### src/rtl/hex_disp_scan.sv
// hex_disp_scan: 4-digit multiplexed common-anode 7-segment driver.
// Shows a 16-bit value as four hex digits, one digit lit per refresh slot.
// The value is snapshotted once per scan frame so a frame never tears.
// Optional macro LEAD_ZERO_BLANK_EN blanks digits above the most-significant
// non-zero nibble (digit 0 always shown).
module hex_disp_scan #(
  parameter int unsigned REFRESH_DIV = 50000,
  parameter int unsigned DIGITS      = 4
) (
  input  logic        clk,
  input  logic        rst,
  input  logic [15:0] value,
  input  logic        en,
  output logic [3:0]  an,
  output logic [6:0]  seg,
  output logic        frame_tick
);

  localparam logic [15:0] TC   = 16'(REFRESH_DIV - 1);
  localparam logic [1:0]  LAST = 2'(DIGITS - 1);

  logic [15:0] prescaler;
  logic [15:0] snapshot;
  logic [1:0]  index;
  logic        primed;

  logic        terminal;
  logic        load;
  logic        blank;
  logic [3:0]  nibble;

  // Active-low {g,f,e,d,c,b,a} pattern for one hex digit.
  function automatic logic [6:0] hex_seg(input logic [3:0] n);
    case (n)
      4'h0:    hex_seg = 7'b1000000;
      4'h1:    hex_seg = 7'b1111001;
      4'h2:    hex_seg = 7'b0100100;
      4'h3:    hex_seg = 7'b0110000;
      4'h4:    hex_seg = 7'b0011001;
      4'h5:    hex_seg = 7'b0010010;
      4'h6:    hex_seg = 7'b0000010;
      4'h7:    hex_seg = 7'b1111000;
      4'h8:    hex_seg = 7'b0000000;
      4'h9:    hex_seg = 7'b0010000;
      4'hA:    hex_seg = 7'b0001000;
      4'hB:    hex_seg = 7'b0000011;
      4'hC:    hex_seg = 7'b1000110;
      4'hD:    hex_seg = 7'b0100001;
      4'hE:    hex_seg = 7'b0000110;
      default: hex_seg = 7'b0001110;
    endcase
  endfunction

  // Slot end, frame reload decision and the nibble of the digit being scanned.
  always_comb begin
    terminal = (prescaler == TC);
    // First enabled cycle after reset primes the snapshot; afterwards it
    // reloads only as the index wraps from the last digit back to digit 0.
    load     = !primed || (terminal && (index == LAST));
    nibble   = snapshot[{index, 2'b00} +: 4];
`ifdef LEAD_ZERO_BLANK_EN
    // A digit is a leading zero when it and every digit above it are zero.
    blank    = (index != 2'd0) && ((snapshot >> {index, 2'b00}) == 16'h0000);
`else
    blank    = 1'b0;
`endif
  end

  // Scan state and registered display outputs; en=0 blanks and freezes.
  always_ff @(posedge clk or posedge rst) begin
    if (rst) begin
      an         <= 4'b1111;
      seg        <= 7'b1111111;
      frame_tick <= 1'b0;
      prescaler  <= 16'h0000;
      index      <= 2'd0;
      snapshot   <= 16'h0000;
      primed     <= 1'b0;
    end else if (en) begin
      an         <= blank ? 4'b1111 : ~(4'b0001 << index);
      seg        <= blank ? 7'b1111111 : hex_seg(nibble);
      frame_tick <= load;
      if (load) begin
        snapshot <= value;
        primed   <= 1'b1;
      end
      if (terminal) begin
        prescaler <= 16'h0000;
        index     <= (index == LAST) ? 2'd0 : index + 2'd1;
      end else begin
        prescaler <= prescaler + 16'd1;
      end
    end else begin
      an         <= 4'b1111;
      seg        <= 7'b1111111;
      frame_tick <= 1'b0;
    end
  end

endmodule

### config.mk
export PLATFORM = sky130hd
export DESIGN_NAME = hex_disp_scan
export DESIGN_NICKNAME = d
export VERILOG_FILES = /design/src/rtl/hex_disp_scan.sv
export SDC_FILE = /design/constraint.sdc
export NUM_CORES = 1
export LEC_CHECK = 0
export CAP_MARGIN = 10
export CORE_MARGIN = 10
export CORE_UTILIZATION = 40
export DETAILED_ROUTE_END_ITERATION = 7
export SETUP_SLACK_MARGIN = 0.4
export SKIP_CTS_REPAIR_TIMING = 1
export SYNTH_ARGS = -nofsm -noshare
export SYNTH_HDL_FRONTEND = slang
export SYNTH_SLANG_ARGS = --single-unit
### constraint.sdc
create_clock -name clk -period 4.9 [get_ports clk]
set_input_delay 0.735 -clock clk [delete_from_list [all_inputs] [get_ports clk]]
set_output_delay 0.735 -clock clk [all_outputs]
set_load 0.02 [all_outputs]
==> results.py, run 1 <==
metrics = {
    "timing": {
        "hold_slack_ns": 0.480,
        "worst_pin_slew_ns": 1.14,
        "rsz0062_at_grt": "no",
        "hold_violations": 0,
        "tns_ns": 0,
        "fin_crit_sh": 0.682,
        "setup_viol": 0,
        "clock_skew_ns": 0.00687,
        "min_period_ns": 3.34,
        "fmax_ghz": 0.299,
        "maxSlewViolCount": 0,
        "slew_headroom": 0.238,
        "setup_ws_ns": 1.56,
    },
    "synthesis": {
        "synth_common_cells": "36 x dfrtp_1, 16 x nand2_1, 13 x nor2_1",
        "post_synth_main_area_contributors": "dfrtp_1 39%, dfstp_2 12%, ha_1 5.9%, mux2_4 5.8%, mux4_2 3.9%",
        "synth.largest_area_cell": "dfrtp_1",
        "yosys.area.top_type_share": 0.387,
        "async_flop_share": 1.00,
        "syn_nets": 220,
        "synth_cells": 190,
        "synth_ff_type": "dfrtp_1",
        "synth.yosys.seq_area_share": 0.512,
        "syn_area_um2": 2330,
        "synth_seq_cells": 47,
        "ys_types": 39,
        "yosysMostFrequentCell": "dfrtp_1",
        "avgSynthCellArea_um2": 12.2,
        "ys_warn_count": 0,
        "synth_edf_count": 0,
    },
    "drt": {
        "remaining_drc_errors": 0,
        "first_pass_iters": 4,
        "totalWireLength_um": 4320,
        "antenna_left": 0,
        "drtIter0Drc": 67,
        "via_count": 1498,
        "viasPerCell": 5.10,
        "drt-wirelength-per-cell_um": 14.7,
    },
    "worst_setup_path": {
        "worst_setup_path_end_kind": "register",
        "critPathTopFamily": "simple AND/OR/NAND/NOR gates",
        "worstPathRequired_ns": 5.10,
        "r2r-start": "prescaler[0]$_DFFE_PP0P_",
        "cp_slowest_cell": "clkdlybuf4s50_1",
        "worstPathCellList": "clkdlybuf4s50_1 > nand4_1 > nor4_4 > a21oi_2 > mux2_1",
        "crit_path_start": "en",
        "cp-start-kind": "input port",
        "crit_arrival_ns": 3.54,
        "cp_max_fo": 20,
        "critPathKind": "input port to register",
        "max_stage_delay_ns": 0.89,
        "critPathBufInv": 1,
    },
    "clock_network": {
        "clock_latency_ns": 0.30,
        "cts-htree-levels": 2,
        "cts.clk_slew.worst_paths_ns": 0.09,
        "cts_buffer_depth": 2,
        "clock_sinks": 47,
        "cts_tree": "done",
        "root_buffer": "clkbuf_8",
        "cts-buffers-inserted": 5,
    },
    "global_route": {
        "grt_pass1_wl_um": 7380,
        "first_global_vias": 1504,
        "grt_max_degree": 48,
        "track_usage": 0.101,
        "gr-total-overflow": 0,
        "antenna_found_initial": 0,
    },
    "die": {
        "dieArea_um2": 9270,
        "start_util": 0.417,
        "boundaryPins": 31,
        "coreArea_um2": 5570,
        "die_h_um": 96.3,
        "rows": 27,
        "die_w_um": 96.3,
    },
    "power_and_ir_drop": {
        "powerDensity_nw_per_um2": 357,
        "vdd_drop_max_uv": 173,
        "leakagePower_nw": 1.21,
    },
    "run_status": {
        "outcome": "completed",
    },
    "placement": {
        "pre_cts_slack_ns": 1.23,
        "port_buffers": 30,
        "gp_congestion": 0.778,
        "dp_hpwl_um": 3050,
    },
    "final_layout": {
        "postLayoutCoreUtil": 0.506,
        "fillCellCount": 516,
        "insertedDiodeCount": 0,
        "areaGrowthSynthToFinish_pct": 21.3,
        "drive_gt1_frac": 0.189,
        "final_net_count": 251,
    },
    "hold_path": {
        "min_path_type": "register to register",
        "hold_start": "primed$_DFFE_PP0P_",
    },
    "flow_run": {
        "drv_cap": 0,
    },
}
sequential cells by signal (all words and copies together), names as in the netlist:
| name | cells |
|---|---|
| an | 4 |
| frame_tick | 1 |
| index | 2 |
| prescaler | 16 |
| primed | 1 |
| seg | 7 |
| snapshot | 16 |
per-stage QoR:
| stage | total power [mW] | cells | instance area, µm² |
|---|---|---|---|
| 6_report | 1.01 | 294 | 2820 |
| 5_1_grt | 1.06 | 294 | 2820 |
| 4_1_cts | 1.02 | 294 | 2820 |
| 3_5_place_dp | 0.680 | 286 | 2690 |
| 3_3_place_gp | 0.676 | 286 | 2690 |
| 2_1_floorplan | 0.613 | 190 | 2330 |
placed cells by master (no fill, tap or decap), drive strengths merged:
master,synthesis,layout
dfrtp,36,36
clkdlybuf4s50,0,30
mux2,20,20
nand2,16,16
nor2,13,13
ha,11,11
dfstp,11,11
nand3,9,9
xnor2,9,9
inv,9,9
clkbuf,4,5
nor4,5,5
nand4,4,4
xor2,4,4
o21ai,4,4
mux4,4,4
a21oi,4,4
nor3,3,3
mux2i,3,3
o211ai,3,3
or3,2,2
nand4b,2,2
o311ai,2,2
bufinv,0,2
nand4bb,1,1
or4b,1,1
or4bb,1,1
nor4b,1,1
nor2b,1,1
nor3b,1,1
a31oi,1,1
or2,1,1
o31ai,1,1
or4,1,1
clkinvlp,0,1
layout make-up:
| class | count | area [µm²] | area share |
|---|---|---|---|
| clock inverters | 3 | 67.6 | 0.0239 |
| repair buffers | 30 | 300 | 0.106 |
| well taps | 72 | 90.1 | 0.0319 |
| multi-input cells | 128 | 1070 | 0.380 |
| flip-flops and latches | 47 | 1190 | 0.422 |
| clock buffers | 5 | 68.8 | 0.0244 |
| inverters | 9 | 33.8 | 0.0120 |
routing by layer:
layer / vias up / track usage / share of wire
li1: 734 / - / -
met1: 720 / 0.136 / 0.49
met2: 38 / 0.147 / 0.43
met3: 6 / 0.0280 / 0.062
met4: 0 / 0.0442 / 0.017
met5: - / 0 / 0
logic make-up (layout without fill, tap and decap cells):
logic type,count (synthesis),in the layout,share of synthesized area
DFF,47,47,0.512
buffers and inverters,15,47,0.0280
adders and majority gates,11,11,0.0592
xor gates and xnor gates,13,13,0.0490
and+or+nand+nor,62,62,0.147
AOI/OAI and AO/OA,15,15,0.0420
muxes,27,27,0.163
final timing paths:
| path | end | slack [ns] | depth (start not counted) |
|---|---|---|---|
| max in group asynchronous | prescaler[0]$_DFFE_PP0P_ | 3.35 | 2 |
| worst min register to register | primed$_DFFE_PP0P_ | 0.48 | 1 |
| worst min-delay path | primed$_DFFE_PP0P_ | 0.48 | 1 |
| worst max-delay path | snapshot[12]$_DFFE_PP0P_ | 1.56 | 5 |
| min in group asynchronous | snapshot[13]$_DFFE_PP0P_ | 0.96 | 2 |
| worst max register to register | snapshot[12]$_DFFE_PP0P_ | 2.36 | 5 |
power by group:
part	leakage [nW]	total (mW)	switching [mW]	internal [mW]
combinational	0.582	0.181	0.0882	0.0929
sequential	0.561	0.489	0.0447	0.445
clock	0.0644	0.338	0.135	0.203
No activity file was read; power rests on OpenSTA's default activity.
==> run 2, diff against run 1 <==
==> constraint.sdc (replaced) <==
create_clock -name clk -period 3.2 [get_ports clk]
set_input_delay 0.48 -clock clk [delete_from_list [all_inputs] [get_ports clk]]
set_output_delay 0.48 -clock clk [all_outputs]
set_load 0.02 [all_outputs]
==> run 2 against run 1 <==
Design area up 0.27%. First-iteration DRC count grew 51%. Clock power up 26%. Largest power group unchanged.
==> results.py, run 2 (same netlist as run 1, synthesis figures left out) <==
metrics = {
    "drt": {
        "totalWireLength_um": 4260,
        "drtIter0Drc": 101,
        "antenna_left": 0,
        "remaining_drc_errors": 0,
        "drt-wirelength-per-cell_um": 14.3,
        "viasPerCell": 4.99,
        "first_pass_iters": 4,
        "via_count": 1492,
    },
    "hold_path": {
        "hold_start": "primed$_DFFE_PP0P_",
        "min_path_type": "register to register",
        "whs_endpoint": "primed$_DFFE_PP0P_",
        "whs_path_depth": 1,
    },
    "placement": {
        "port_buffers": 30,
        "pre_cts_slack_ns": 0.440,
        "dp_hpwl_um": 3090,
        "gp_congestion": 0.824,
    },
    "timing": {
        "fin_crit_sh": 0.760,
        "tns_ns": 0,
        "maxSlewViolCount": 0,
        "min_period_ns": 2.43,
        "slew_headroom": 0.227,
        "clock_skew_ns": 0.00804,
        "fmax_ghz": 0.411,
        "setup_viol": 0,
        "setup_ws_ns": 0.767,
        "rsz0062_at_grt": "no",
        "worst_pin_slew_ns": 1.16,
        "hold_violations": 0,
    },
    "global_route": {
        "grt_pass1_wl_um": 7520,
        "grt_max_degree": 48,
        "track_usage": 0.102,
        "first_global_vias": 1543,
        "antenna_found_initial": 0,
        "gr-total-overflow": 0,
    },
    "flow_run": {
        "drv_cap": 0,
    },
    "final_layout": {
        "fillCellCount": 506,
        "layout_commonest_cell": "dfrtp_1",
        "reg_top3": "prescaler: 16 flops, snapshot: 16 flops, seg: 7 flops",
        "seq_area_um2": 1190,
        "multi_input_area_um2": 1070,
        "layout_common_cells": "36 x dfrtp_1, 30 x clkdlybuf4s50_1, 16 x nand2_1",
        "final_net_count": 256,
        "insertedDiodeCount": 0,
        "areaGrowthSynthToFinish_pct": 21.6,
        "drive_gt1_frac": 0.198,
    },
    "power_and_ir_drop": {
        "p_sw_uw": 390,
        "powerDensity_nw_per_um2": 513,
        "leakagePower_nw": 1.22,
        "clock_power_share": 0.293,
        "p_seq_frac": 0.518,
        "total_power_mw": 1.45,
        "internal_power_mw": 1.06,
        "comb_power_share": 0.189,
        "swShare": 0.269,
        "vdd_drop_max_uv": 205,
    },
    "die": {
        "die_w_um": 96.3,
        "start_util": 0.417,
        "boundaryPins": 31,
        "coreArea_um2": 5570,
        "rows": 27,
        "die_h_um": 96.3,
        "dieArea_um2": 9270,
    },
    "worst_setup_path": {
        "crit_arrival_ns": 2.62,
        "r2r-start": "prescaler[0]$_DFFE_PP0P_",
        "cp_slowest_cell": "a21oi_2",
        "regToRegEndpoint": "snapshot[3]$_DFFE_PP0P_",
        "cp_max_fo": 17,
        "critPathTopFamily": "compound AO/OA/AOI/OAI gates",
        "rrSetupSlack_ns": 0.77,
        "cp-start-kind": "register",
        "max_stage_delay_ns": 0.86,
        "critPathBufInv": 1,
        "worstPathRequired_ns": 3.39,
        "worst_setup_path_end_kind": "register",
        "critPathKind": "register to register",
        "reg2regPathDepth": 6,
        "worstPathCellList": "ha_1 > nand4_1 > nor4_4 > a21oi_2 > buf_4 > mux2_4",
    },
    "clock_network": {
        "cts_buffer_depth": 2,
        "clock_sinks": 47,
        "root_buffer": "clkbuf_8",
        "cts-htree-levels": 2,
        "cts_tree": "done",
        "cts-buffers-inserted": 5,
        "clock_latency_ns": 0.29,
        "cts.clk_slew.worst_paths_ns": 0.09,
    },
    "run_status": {
        "outcome": "completed",
    },
}
==> run 2: power groups by stage <==
stage	Combinational, mW	Clock (mW)	Sequential [mW]
2_1_floorplan	0.179	0	0.760
3_3_place_gp	0.273	0	0.761
3_5_place_dp	0.277	0	0.762
4_1_cts	0.278	0.443	0.751
5_1_grt	0.304	0.471	0.763
6_report	0.274	0.425	0.751
==> run 2: how the worst max path moves through the flow <==
| stage | from | end | slack, ns | depth (start not counted) |
|---|---|---|---|---|
| 2_1_floorplan | prescaler[0]$_DFFE_PP0P_ | snapshot[0]$_DFFE_PP0P_ | 1.09 | 6 |
| 3_3_place_gp | en | snapshot[3]$_DFFE_PP0P_ | 0.47 | 6 |
| 3_5_place_dp | en | snapshot[3]$_DFFE_PP0P_ | 0.44 | 6 |
| 4_1_cts | index[0]$_DFFE_PP0P_ | snapshot[3]$_DFFE_PP0P_ | 0.71 | 4 |
| 5_1_grt | index[0]$_DFFE_PP0P_ | snapshot[3]$_DFFE_PP0P_ | 0.60 | 4 |
| 6_report | prescaler[0]$_DFFE_PP0P_ | snapshot[3]$_DFFE_PP0P_ | 0.77 | 6 |
==> run 2: metal layers <==
layer | up-vias | track usage | wire (µm)
met4 | 0 | 0.0418 | 62
met1 | 714 | 0.140 | 2160
met5 | - | 0 | 0
met2 | 33 | 0.147 | 1820
met3 | 4 | 0.0257 | 220
li1 | 741 | - | -
==> run 2: area by class of cell <==
type                            count  area share
Tap cell                           72      0.0318
Clock buffer                        7      0.0270
Multi-Input combinational cell    128       0.379
Sequential cell                    47       0.421
Clock inverter                      1      0.0106
Inverter                            9      0.0119
Timing Repair Buffer               35       0.119
==> run 2: worst register-to-register path: stages, from the launching register on <==
cell and delay [ns]:
dfrtp_1 0.43, ha_1 0.23, nand4_1 0.17, nor4_4 0.08
a21oi_2 0.86, buf_4 0.26, mux2_4 0.29
==> run 2: metrics by stage <==
stage	instances	hold slack (ns)	area (µm²)	util
4_1_cts	299	0.483	2830	0.508
3_3_place_gp	291	0.465	2720	0.488
6_report	299	0.484	2830	0.508
3_5_place_dp	291	0.463	2720	0.488
5_1_grt	299	0.502	2830	0.508
2_1_floorplan	190	0.438	2330	-
==> run 3, diff against run 2 <==
==> constraint.sdc (replaced) <==
create_clock -name clk -period 2 [get_ports clk]
set_input_delay 0.3 -clock clk [delete_from_list [all_inputs] [get_ports clk]]
set_output_delay 0.3 -clock clk [all_outputs]
set_load 0.02 [all_outputs]
==> run 3 against run 2 <==
Clock power is 46% higher. Via count is 9.6% higher. Design area is 19% higher. Sequential power is 56% higher. Register-to-register slack worse by 0.71 ns. Routed wire length is 17% higher. Global-route usage is 0.59 points higher. Total power is 73% higher. Cell count is 8.7% higher.
==> results.py, run 3 (same netlist as run 1, synthesis figures left out) <==
metrics = {
    "drt": {
        "viasPerCell": 5.03,
        "remaining_drc_errors": 0,
        "drt-wirelength-per-cell_um": 15.3,
        "antenna_left": 0,
        "drtIter0Drc": 75,
        "via_count": 1635,
        "totalWireLength_um": 4980,
        "first_pass_iters": 4,
    },
    "worst_setup_path": {
        "crit_arrival_ns": 2.14,
        "critPathCapture": "snapshot[14]$_DFFE_PP0P_",
        "regToRegEndpoint": "snapshot[14]$_DFFE_PP0P_",
        "worstPathRequired_ns": 2.20,
        "crit_path_start": "prescaler[4]$_DFFE_PP0P_",
        "r2r-start": "prescaler[4]$_DFFE_PP0P_",
        "cp_max_fo": 17,
        "critPathKind": "register to register",
        "rrSetupSlack_ns": 0.06,
        "reg2regPathDepth": 5,
        "cp-start-kind": "register",
        "worst_setup_path_end_kind": "register",
    },
    "flow_run": {
        "drv_cap": 0,
    },
    "timing": {
        "fmax_ghz": 0.514,
        "worst_pin_slew_ns": 0.502,
        "setup_viol": 0,
        "maxSlewViolCount": 0,
        "rsz0062_at_grt": "yes",
        "tns_ns": 0,
        "clock_skew_ns": 0.00747,
        "hold_slack_ns": 0.338,
        "fin_crit_sh": 0.972,
        "hold_violations": 0,
        "slew_headroom": 0.665,
        "min_period_ns": 1.94,
    },
    "final_layout": {
        "postLayoutCoreUtil": 0.605,
        "layout_common_cells": "35 x dfrtp_1, 22 x buf_4, 19 x clkdlybuf4s50_1",
        "final_net_count": 282,
        "seq_area_um2": 1190,
        "fin_cells": 325,
        "fillCellCount": 462,
        "reg_top3": "prescaler: 16 flops, snapshot: 16 flops, seg: 7 flops",
        "areaGrowthSynthToFinish_pct": 45.1,
        "insertedDiodeCount": 0,
        "multi_input_area_um2": 1340,
        "layout_commonest_cell": "dfrtp_1",
        "drive_gt1_frac": 0.447,
    },
    "die": {
        "die_w_um": 96.3,
        "die_h_um": 96.3,
        "coreArea_um2": 5570,
        "rows": 27,
        "dieArea_um2": 9270,
        "start_util": 0.417,
        "boundaryPins": 31,
    },
    "power_and_ir_drop": {
        "vdd_drop_max_uv": 551,
        "powerDensity_nw_per_um2": 742,
        "leakagePower_nw": 1.47,
    },
    "global_route": {
        "gr-total-overflow": 0,
        "track_usage": 0.108,
        "antenna_found_initial": 0,
        "first_global_vias": 1574,
        "grt_max_degree": 27,
        "grt_pass1_wl_um": 7890,
    },
    "clock_network": {
        "cts_tree": "done",
        "cts.clk_slew.worst_paths_ns": 0.09,
        "cts_buffer_depth": 2,
        "cts-buffers-inserted": 5,
        "clock_sinks": 47,
        "root_buffer": "clkbuf_8",
        "clock_latency_ns": 0.30,
        "cts-htree-levels": 2,
    },
    "placement": {
        "port_buffers": 30,
        "dp_hpwl_um": 3410,
        "gp_congestion": 0.837,
        "dp.cells": 312,
    },
    "run_status": {
        "outcome": "completed",
    },
    "hold_path": {
        "min_path_type": "input port to async pin",
    },
}
[run 3: area by class of cell]
cell class | count | area share
Inverter | 9 | 0.0122
Tap cell | 72 | 0.0267
Sequential cell | 47 | 0.353
Multi-Input combinational cell | 128 | 0.396
Clock inverter | 2 | 0.00482
Clock buffer | 6 | 0.0245
Timing Repair Buffer | 61 | 0.182
[run 3: worst min-delay path by stage]
| stage | endpoint | slack (ns) | from |
|---|---|---|---|
| floorplan | snapshot[10]$_DFFE_PP0P_ | 0.43 | value[10] |
| global placement | primed$_DFFE_PP0P_ | 0.45 | primed$_DFFE_PP0P_ |
| detailed placement | primed$_DFFE_PP0P_ | 0.45 | primed$_DFFE_PP0P_ |
| CTS | snapshot[13]$_DFFE_PP0P_ | 0.35 | rst |
| global route | snapshot[9]$_DFFE_PP0P_ | 0.39 | rst |
| finish | snapshot[13]$_DFFE_PP0P_ | 0.34 | rst |
[run 3: metal layers]
layer  GRT usage  up-vias  routed length (µm)
met4      0.0442        0                  82
met3      0.0241        6                 116
met2       0.151       27                2340
met5           0        -                   0
li1            -      797                   -
met1       0.155      805                2440
[run 3: critical path, stage by stage (launching register included)]
cell and delay [ns]:
dfrtp_1 0.39, or4bb_4 0.55, nor4_4 0.31, a21oi_4 0.10, buf_12 0.17, mux2_1 0.31
[run 3: power by group]
part           leakage [nW]  total [mW]  internal, mW  switching (mW)
combinational         0.862       0.715         0.378           0.337
clock                0.0474       0.622         0.283           0.339
sequential            0.559        1.17          1.09          0.0783
total                  1.47        2.50          1.75           0.755
[run 3: metrics by stage]
stage                     total power, mW  setup slack, ns  area [µm²]
after detailed placement             1.77           -0.139        2960
final                                2.50           0.0555        3370
after global routing                 2.65          -0.0286        3370
after floorplan                      1.52          -0.0972        2390
after CTS                            2.39           0.0297        3060
after global placement               1.76          -0.0949        2960
